### src/rtl/iterative_alu.sv
`default_nettype none
// ============================================================================
//  Module      : iterative_alu
//  Description : Execution unit with valid/ready handshakes on both sides.
//                Arithmetic, logic and branch-compare ops complete in one
//                cycle; shifts move one bit per cycle (latency 1+shamt).
//                Define ALU_BARREL_SHIFT_EN for a single-cycle barrel
//                shifter (all ops latency 1, no SHIFT state or counter).
//  Revision    : 1.0 - initial release
// ============================================================================
module iterative_alu #(
  parameter int DATA_WIDTH  = 32,
  parameter int SHAMT_WIDTH = 5
) (
  input  logic                  clk,
  input  logic                  reset,
  input  logic                  in_valid,
  output logic                  in_ready,
  input  logic [3:0]            alu_op,
  input  logic [DATA_WIDTH-1:0] alu_in_1,
  input  logic [DATA_WIDTH-1:0] alu_in_2,
  output logic                  out_valid,
  input  logic                  out_ready,
  output logic [DATA_WIDTH-1:0] alu_result,
  output logic                  alu_bcond
);

  localparam logic [3:0] C_OP_ADD = 4'd0;
  localparam logic [3:0] C_OP_SUB = 4'd1;
  localparam logic [3:0] C_OP_AND = 4'd2;
  localparam logic [3:0] C_OP_OR  = 4'd3;
  localparam logic [3:0] C_OP_XOR = 4'd4;
  localparam logic [3:0] C_OP_SLL = 4'd5;
  localparam logic [3:0] C_OP_SRL = 4'd6;
  localparam logic [3:0] C_OP_SRA = 4'd7;
  localparam logic [3:0] C_OP_BEQ = 4'd8;
  localparam logic [3:0] C_OP_BNE = 4'd9;
  localparam logic [3:0] C_OP_BLT = 4'd10;
  localparam logic [3:0] C_OP_BGE = 4'd11;

  typedef enum logic [1:0] {
    S_IDLE  = 2'd0,
    S_SHIFT = 2'd1,
    S_DONE  = 2'd2
  } state_t;

  state_t                  r_state;
  logic                    r_out_valid;
  logic [DATA_WIDTH-1:0]   r_result;
  logic                    r_bcond;

  logic [DATA_WIDTH-1:0]   w_result;
  logic                    w_bcond;
  logic [DATA_WIDTH-1:0]   w_diff;
  logic [SHAMT_WIDTH-1:0]  w_shamt;

  assign w_shamt = alu_in_2[SHAMT_WIDTH-1:0];
  assign w_diff  = alu_in_1 - alu_in_2;

  // Accept only in IDLE; forced low while reset is asserted
  assign in_ready   = (r_state == S_IDLE) && !reset;
  assign out_valid  = r_out_valid;
  assign alu_result = r_result;
  assign alu_bcond  = r_bcond;

  // Single-cycle result of the op currently presented on the input side
  always_comb begin
    w_result = alu_in_1 + alu_in_2;
    w_bcond  = 1'b0;
    case (alu_op)
      C_OP_SUB: w_result = w_diff;
      C_OP_AND: w_result = alu_in_1 & alu_in_2;
      C_OP_OR:  w_result = alu_in_1 | alu_in_2;
      C_OP_XOR: w_result = alu_in_1 ^ alu_in_2;
`ifdef ALU_BARREL_SHIFT_EN
      C_OP_SLL: w_result = alu_in_1 << w_shamt;
      C_OP_SRL: w_result = alu_in_1 >> w_shamt;
      C_OP_SRA: w_result = $signed(alu_in_1) >>> w_shamt;
`else
      // Only reached with a zero shift amount: result is operand A
      C_OP_SLL, C_OP_SRL, C_OP_SRA: w_result = alu_in_1;
`endif
      C_OP_BEQ: begin w_result = w_diff; w_bcond = (alu_in_1 == alu_in_2); end
      C_OP_BNE: begin w_result = w_diff; w_bcond = (alu_in_1 != alu_in_2); end
      C_OP_BLT: begin w_result = w_diff; w_bcond = ($signed(alu_in_1) <  $signed(alu_in_2)); end
      C_OP_BGE: begin w_result = w_diff; w_bcond = ($signed(alu_in_1) >= $signed(alu_in_2)); end
      default:  ;  // codes 12-15 execute as ADD
    endcase
  end

`ifndef ALU_BARREL_SHIFT_EN
  logic [3:0]              r_op;
  logic [SHAMT_WIDTH-1:0]  r_cnt;
  logic                    w_is_shift;
  logic [DATA_WIDTH-1:0]   w_step;

  assign w_is_shift = (alu_op == C_OP_SLL) || (alu_op == C_OP_SRL) || (alu_op == C_OP_SRA);

  // One-bit shift of the working register (r_result doubles as it)
  always_comb begin
    w_step = r_result;
    case (r_op)
      C_OP_SLL: w_step = {r_result[DATA_WIDTH-2:0], 1'b0};
      C_OP_SRL: w_step = {1'b0, r_result[DATA_WIDTH-1:1]};
      C_OP_SRA: w_step = {r_result[DATA_WIDTH-1], r_result[DATA_WIDTH-1:1]};
      default:  ;
    endcase
  end
`endif

  // Control FSM with registered result, branch flag and output valid
  always_ff @(posedge clk) begin
    if (reset) begin
      r_state     <= S_IDLE;
      r_out_valid <= 1'b0;
      r_result    <= '0;
      r_bcond     <= 1'b0;
`ifndef ALU_BARREL_SHIFT_EN
      r_cnt       <= '0;
      r_op        <= C_OP_ADD;
`endif
    end else begin
      case (r_state)
        S_IDLE: begin
          // in_ready is high whenever we are here with reset low
          if (in_valid) begin
`ifndef ALU_BARREL_SHIFT_EN
            r_op  <= alu_op;
            r_cnt <= w_shamt;
            if (w_is_shift && (w_shamt != '0)) begin
              r_result <= alu_in_1;
              r_bcond  <= 1'b0;
              r_state  <= S_SHIFT;
            end else
`endif
            begin
              r_result    <= w_result;
              r_bcond     <= w_bcond;
              r_out_valid <= 1'b1;
              r_state     <= S_DONE;
            end
          end
        end
`ifndef ALU_BARREL_SHIFT_EN
        S_SHIFT: begin
          r_result <= w_step;
          r_cnt    <= r_cnt - SHAMT_WIDTH'(1);
          if (r_cnt == SHAMT_WIDTH'(1)) begin
            r_out_valid <= 1'b1;
            r_state     <= S_DONE;
          end
        end
`endif
        S_DONE: begin
          if (out_ready) begin
            r_out_valid <= 1'b0;
            r_state     <= S_IDLE;
          end
        end
        default: r_state <= S_IDLE;
      endcase
    end
  end

endmodule
`default_nettype wire

### config.mk
export PLATFORM = sky130hd
export DESIGN_NAME = iterative_alu
export DESIGN_NICKNAME = d
export VERILOG_FILES = /design/src/rtl/iterative_alu.sv
export SDC_FILE = /design/constraint.sdc
export NUM_CORES = 1
export LEC_CHECK = 0
export CORE_ASPECT_RATIO = 0.7
export CORE_UTILIZATION = 35
export DETAILED_ROUTE_END_ITERATION = 8
export GPL_ROUTABILITY_DRIVEN = 0
export PLACE_DENSITY_LB_ADDON = 0.25
export REMOVE_ABC_BUFFERS = 1
export SYNTH_ARGS = -nofsm -noshare
export SYNTH_HDL_FRONTEND = slang
export SYNTH_SLANG_ARGS = --single-unit
### constraint.sdc
create_clock -name clk -period 9.59 [get_ports clk]
set_input_delay 1.918 -clock clk [delete_from_list [all_inputs] [get_ports clk]]
set_output_delay 1.918 -clock clk [all_outputs]
set_load 0.02 [all_outputs]
==> metrics.md, run 1 <==
| Metric | Value |
|---|---|
| Setup repair after global routing missed its margin | `false` |
| Maximum number of pins on one net before global-route repair | `50` |
| Width of the die | `182.2 microns` |
| Hpwl dp | `22.59 mm` |
| Reported max-cap violation count | `0` |
| Minimum clock period after layout | `5.498 ns` |
| CTS Hold Buffers Added | `0` |
| Launch instance of the worst register-to-register path | `r_op[2]` |
| Residual DRC | `0` |
| Setup slack of the critical path after layout | `4.092 ns` |
| Power density relative to cell area | `102.4 nW/um^2` |
| Library cell with the largest summed area after synthesis | `sky130_fd_sc_hd__ha_1` |
| Number of antenna violations at the first check in global routing | `0` |
| Finish-stage setup viols | `0` |
| Arr. time, crit path | `5.68 ns` |
| Top cell type's share of synthesized area | `15.58%` |
| Layout net count | `1372` |
| Mapped Avg Cell Area | `6.884 sq um` |
| Iteration-0 DRC count of the detailed router | `1416` |
| Ratio of cells with drive above 1 in the final layout | `5.254%` |
| Total vias in the final route | `9320` |
| Setup Crit Path Kind | `input pin to flop` |
| Routed via count divided by cell count | `6.293` |
| CTS tree | `built` |
| Highest-count cells in the layout ignoring fill and taps | `sky130_fd_sc_hd__nand2_1 (125), sky130_fd_sc_hd__a21oi_1 (109), sky130_fd_sc_hd__clkdlybuf4s50_1 (105)` |
| Worst slew margin relative to its limit | `18.98%` |
| Die Area | `23330 sq um` |
| Startpoint of the lowest-slack hold path | `r_op[2]` |
| Standby leakage power | `3.728 nW` |
| Number of detailed-route iterations in the first pass | `6` |
| Highest ir drop seen on vdd | `0.00006686 V` |
| Buffer count from post-CTS setup fixing | `0` |
| Final Max Slew Viols | `0` |
| Start point of the critical path | `alu_in_1[14]` |
| Initial standard-cell utilization of the core | `36.21%` |
| Setup slack of the worst register-to-register path | `6.89 ns` |
| Maximum clock frequency | `0.1819 GHz` |
| GRT Resource Usage Total | `26.28%` |
| Top-Level Pins | `107` |
| Buffers from clock root to sink, at most | `2` |
| CTS Sinks | `45` |
| Top area cells in the synthesized netlist | `sky130_fd_sc_hd__ha_1 (16%), sky130_fd_sc_hd__dfxtp_1 (11%), sky130_fd_sc_hd__a21oi_1 (6.9%)` |
| Clock-pin slew reported for the worst setup and hold paths after clock tree synthesis | `0.08 ns` |
| Vias in the first global route | `8495` |
| Relative area change from synthesis to final layout | `17.07%` |
| Final cell count without fillers | `1481` |
| Die span in y | `128.1 microns` |
| Number of diodes added for antenna fixing | `0` |
| Clock Latency Late Sink | `0.32 ns` |
| Average routed wire per standard cell | `21.00 microns` |
| Global-route wire length before repair | `48.46 mm` |
| Run status | `complete, no violations` |
| Leading register cell type out of synthesis | `sky130_fd_sc_hd__dfxtp_1` |
| HP Class | `flop to flop` |
| Post-synthesis register bit count | `45` |
| Rows | `45` |
| Kind of start point of the critical path | `input pin` |
| PortBufs | `106` |
| Most common cell after layout, fill and taps aside | `sky130_fd_sc_hd__nand2_1` |
| Post-synth cell types | `90` |
| Placement Setup Slack | `3.881 ns` |
| Cell Area, Synth | `7951 sq um` |
| Post-synthesis sequential area ratio | `11.33%` |
| Clock Tree Root | `sky130_fd_sc_hd__clkbuf_16` |
| Cell total after placement | `1474` |
| Resized Gates After CTS | `0` |
| Critical path endpoint category | `flop` |
| Antenna viol nets, final | `0` |
| Power, Total | `0.9528 mW` |
| Mapped Cells | `1155` |
| TNS Setup | `0 ns` |
| Final clock period utilization by the worst path | `57.33%` |
| Required time reported for the critical path endpoint | `9.77 ns` |
| Number of buffers created by CTS | `5` |
| Number of levels in the clock H-tree | `2` |
| YS warnings | `0` |
| Count of flip-flops with a built-in enable after synthesis | `0` |
| Routed wire length | `31.10 mm` |
| GRT overflow | `0` |
| Clock tree skew after final layout | `0.01187 ns` |
| Area of the core | `21960 sq um` |
| Actual transition at the worst max-transition pin | `1.212 ns` |
| Final hold vios | `0` |
| Highest fanout seen on the critical path | `15` |
| Share of flip-flops with an asynchronous set or reset after synthesis | `0%` |
critical path, stage by stage:
cell and delay, ns:
sky130_fd_sc_hd__clkdlybuf4s50_1 0.54, sky130_fd_sc_hd__inv_1 0.06, sky130_fd_sc_hd__ha_1 0.48, sky130_fd_sc_hd__nor4_2 0.38
sky130_fd_sc_hd__nand2_1 0.19, sky130_fd_sc_hd__nor4_1 0.57, sky130_fd_sc_hd__a21oi_1 0.28, sky130_fd_sc_hd__a221oi_4 0.46
sky130_fd_sc_hd__a41oi_1 0.20, sky130_fd_sc_hd__mux2_1 0.34, sky130_fd_sc_hd__a22oi_1 0.17, sky130_fd_sc_hd__o22ai_1 0.09
stage by stage:
stage	hold slack, ns	instance area (sq um)	utilization (%)
3_5_place_dp	0.4456	9166	41.74
4_1_cts	0.4560	9309	42.39
3_3_place_gp	0.4428	9166	41.74
5_1_grt	0.4895	9309	42.39
2_1_floorplan	0.4257	7577	-
6_report	0.4515	9309	42.39
Yosys cell counts, drive strengths merged (4+ instances only):
cell	count
a2111oi	12
a211o	4
a211oi	27
a21o	20
a21oi	111
a221o	8
a221oi	29
a22o	4
a22oi	6
a311o	4
a31oi	11
and3	5
buf	27
clkbuf	60
dfxtp	45
ha	99
inv	95
mux2i	12
nand2	125
nand2b	11
nand3	39
nand3b	4
nand4	17
nor2	102
nor2b	12
nor3	33
nor3b	4
nor4	8
o2111ai	13
o211ai	15
o21a	4
o21ai	58
o21bai	13
o221ai	10
o311ai	6
o31a	6
o31ai	15
o41ai	5
or2	7
xnor2	9
cell type report:
cell class	count	area [sq um]
fill	2292	12650
timing repair buffer	124	1191
multi-input combinational	928	6365
sequential	45	900.9
tap	282	352.8
clock buffer	7	142.6
inverter	95	356.6
logic make-up after synthesis:
group | share of synthesized area, %
compound gates | 37.55
simple gates | 22.74
buf+inv | 9.190
fa+ha+maj | 16.08
flops | 11.33
mux | 1.794
xor+xnor | 1.322
registers in the layout, summed over array words and instances, names as in the netlist:
signal      count
alu_bcond       1
alu_result     32
out_valid       1
r_state         2
r_op            4
r_cnt           5
final timing paths:
check	to	depth (start not counted)
max reg2reg	alu_result[28]	9
min	r_op[2]	2
min reg2reg	r_op[2]	2
max	alu_result[25]	12
report_power, final:
| part | internal [mW] | total, mW | switching (mW) |
|---|---|---|---|
| clock | 0.103 | 0.196 | 0.0923 |
| combinational | 0.207 | 0.525 | 0.319 |
| sequential | 0.207 | 0.232 | 0.0250 |
routing by layer:
metal  vias up  routed length, microns  track usage, %
met3        54                    3611           6.080
li1       4344                       -               -
met4         0                     515           5.685
met1      4362                   14730           38.81
met2       560                   12250           38.07
met5         -                       0               0
Note: power is estimated with default switching activity, not from simulation.
==> inputs of run 2 (changes only) <==
clock period = 5.37 ns   (was 9.59 ns; I/O delays follow)
==> run 2 against run 1 <==
Count of clock-buffer cells in the layout stayed put; setup slack worse by 3.2 ns; cell count is 0.47% higher; first-iteration DRC count is 12% lower; critical path type unchanged; critical endpoint unchanged; largest cell class unchanged.
==> metrics.md, run 2 (synthesis results as in run 1) <==
| Metric | Value |
|---|---|
| Die span in y | `128.1 microns` |
| Cell class contributing the biggest share of worst-path delay | `compound AO/OA/AOI/OAI gates` |
| CTS tree | `built` |
| Sw frac | `44.79%` |
| Clock tree skew after final layout | `0.007021 ns` |
| Switching power | `0.7919 mW` |
| Internal cell power | `0.9760 mW` |
| Clock Tree Root | `sky130_fd_sc_hd__clkbuf_16` |
| Resized Gates After CTS | `0` |
| Area of the core | `21960 sq um` |
| Setup Crit Path Kind | `input pin to flop` |
| Residual DRC | `0` |
| Final hold vios | `0` |
| Average routed wire per standard cell | `21.30 microns` |
| Relative area change from synthesis to final layout | `18.02%` |
| Part of the total power dissipated in the clock network | `22.9%` |
| Final Max Slew Viols | `0` |
| Hpwl dp | `23.29 mm` |
| Initial standard-cell utilization of the core | `36.21%` |
| Ratio of cells with drive above 1 in the final layout | `5.804%` |
| Delay of the slowest cell on the worst path | `0.57 ns` |
| Required time reported for the critical path endpoint | `5.56 ns` |
| CTS Sinks | `45` |
| HP Class | `flop to flop` |
| GRT Resource Usage Total | `26.57%` |
| Total vias in the final route | `9398` |
| Global-route wire length before repair | `48.95 mm` |
| Finish-stage setup viols | `0` |
| Standby leakage power | `3.772 nW` |
| Minimum clock period after layout | `4.473 ns` |
| Number of antenna violations at the first check in global routing | `0` |
| Final cell count without fillers | `1488` |
| TNS Setup | `0 ns` |
| Met3 global-route usage | `5.511%` |
| CTS Hold Buffers Added | `0` |
| Sequential cell area | `900.9 sq um` |
| Met1 routing resource usage after global routing | `39.86%` |
| Number of levels in the clock H-tree | `2` |
| Most common cell after layout, fill and taps aside | `sky130_fd_sc_hd__nand2_1` |
| Power density relative to cell area | `188.4 nW/um^2` |
| Antenna viol nets, final | `0` |
| Maximum number of pins on one net before global-route repair | `45` |
| Setup repair after global routing missed its margin | `false` |
| Vias in the first global route | `8554` |
| PortBufs | `106` |
| Reported max-cap violation count | `0` |
| Sequence of cells on the critical path | `clkdlybuf4s50_1 -> inv_1 -> ha_1 -> a211oi_1 -> nor2_1 -> o31ai_1 -> a21oi_2 -> a21oi_1 -> o311ai_0 -> mux2_1 -> a22oi_1 -> o22ai_1` |
| Kind of start point of the critical path | `input pin` |
| Clock Latency Late Sink | `0.32 ns` |
| Highest-count cells in the layout ignoring fill and taps | `sky130_fd_sc_hd__nand2_1 (125), sky130_fd_sc_hd__a21oi_1 (109), sky130_fd_sc_hd__clkdlybuf4s50_1 (105)` |
| Routed via count divided by cell count | `6.316` |
| Placed cell areas | `9211 sq um` |
| Actual transition at the worst max-transition pin | `1.132 ns` |
| Highest ir drop seen on vdd | `0.0001106 V` |
| GRT overflow | `0` |
| Highest fanout seen on the critical path | `5` |
| Width of the die | `182.2 microns` |
| Arr. time, crit path | `4.67 ns` |
| Buffering stage count on the worst path with inverters included | `2` |
| Seq pwr share | `23.5%` |
| Area of all placed cells without fillers | `9384 sq um` |
| Maximum clock frequency | `0.2236 GHz` |
| Number of detailed-route iterations in the first pass | `6` |
| Critical Path Slowest Stage Cell | `sky130_fd_sc_hd__clkdlybuf4s50_1` |
| Multi-input combinational cell area | `6365 sq um` |
| Clock-pin slew reported for the worst setup and hold paths after clock tree synthesis | `0.08 ns` |
| Power, Total | `1.768 mW` |
| Worst slew margin relative to its limit | `24.26%` |
| Top-Level Pins | `107` |
| Iteration-0 DRC count of the detailed router | `1244` |
| Die Area | `23330 sq um` |
| Number of flip-flops under the largest register name | `32` |
| Number of diodes added for antenna fixing | `0` |
| Global routing's busiest layer | `met1` |
| Critical path endpoint category | `flop` |
| Routed wire length | `31.69 mm` |
| Filler cell count | `2250` |
| Number of buffers created by CTS | `5` |
| Buffer count from post-CTS setup fixing | `0` |
| Met2 Track Usage GR | `37.64%` |
| Combinational cell fraction of total power | `53.6%` |
| Final clock period utilization by the worst path | `83.29%` |
| Buffers from clock root to sink, at most | `2` |
| Layout net count | `1378` |
| Cell total after placement | `1480` |
| Run status | `complete, no violations` |
| Rows | `45` |
| Worst Hold Margin | `0.4638 ns` |
## run 2: changes by cell type in the layout (fill, tap and decap cells not counted)
| cell | change |
|---|---|
| sky130_fd_sc_hd__bufinv_16 | +1 |
| sky130_fd_sc_hd__buf_4 | +6 |
## run 2: path summary, 6_finish.rpt
| path | cells past startpoint | startpoint | slack [ns] | end |
|---|---|---|---|---|
| worst min-delay path | 2 | r_op[2] | 0.46 | r_op[2] |
| worst min register to register | 2 | r_op[2] | 0.46 | r_op[2] |
| worst max register to register | 9 | r_state[1] | 2.80 | alu_result[9] |
| worst max-delay path | 12 | alu_in_1[1] | 0.90 | alu_result[25] |
## run 2: routing by layer
metal / vias up / wire (microns)
met3: 47 / 3444
met1: 4403 / 15240
met2: 584 / 12420
met4: 0 / 592
li1: 4364 / -
met5: - / 0
## run 2: layout make-up
class / instances / share of cell area [%]
inverters: 95 / 3.800
clock buffers: 7 / 1.520
flip-flops and latches: 45 / 9.600
multi-input cells: 928 / 67.83
repair buffers: 130 / 13.17
clock inverters: 1 / 0.3200
well taps: 282 / 3.760
## run 2: power by group through the flow
| stage | sequential, mW | clock (mW) | combinational [mW] |
|---|---|---|---|
| after floorplan | 0.441 | 0 | 0.549 |
| after global placement | 0.422 | 0 | 0.913 |
| after detailed placement | 0.422 | 0 | 0.918 |
| after CTS | 0.415 | 0.410 | 0.923 |
| after global routing | 0.420 | 0.418 | 1.02 |
| final | 0.415 | 0.405 | 0.948 |
## run 2: worst register-to-register path: stages, from the launching register on
cell and delay (ns):
sky130_fd_sc_hd__dfxtp_1 0.52, sky130_fd_sc_hd__nor2b_4 0.07, sky130_fd_sc_hd__buf_4 0.32, sky130_fd_sc_hd__a221oi_1 0.30
sky130_fd_sc_hd__o211ai_1 0.15, sky130_fd_sc_hd__a2111oi_0 0.53, sky130_fd_sc_hd__nor3_1 0.09, sky130_fd_sc_hd__nand2_1 0.10
sky130_fd_sc_hd__o221ai_1 0.12, sky130_fd_sc_hd__a31o_2 0.27
## run 2: metrics by stage
stage | worst slack, ns | utilization (%)
2_1_floorplan | 0.2545 | -
3_3_place_gp | 0.8305 | 41.95
3_5_place_dp | 0.7232 | 41.95
4_1_cts | 1.031 | 42.74
5_1_grt | 0.7439 | 42.74
6_report | 0.8973 | 42.74
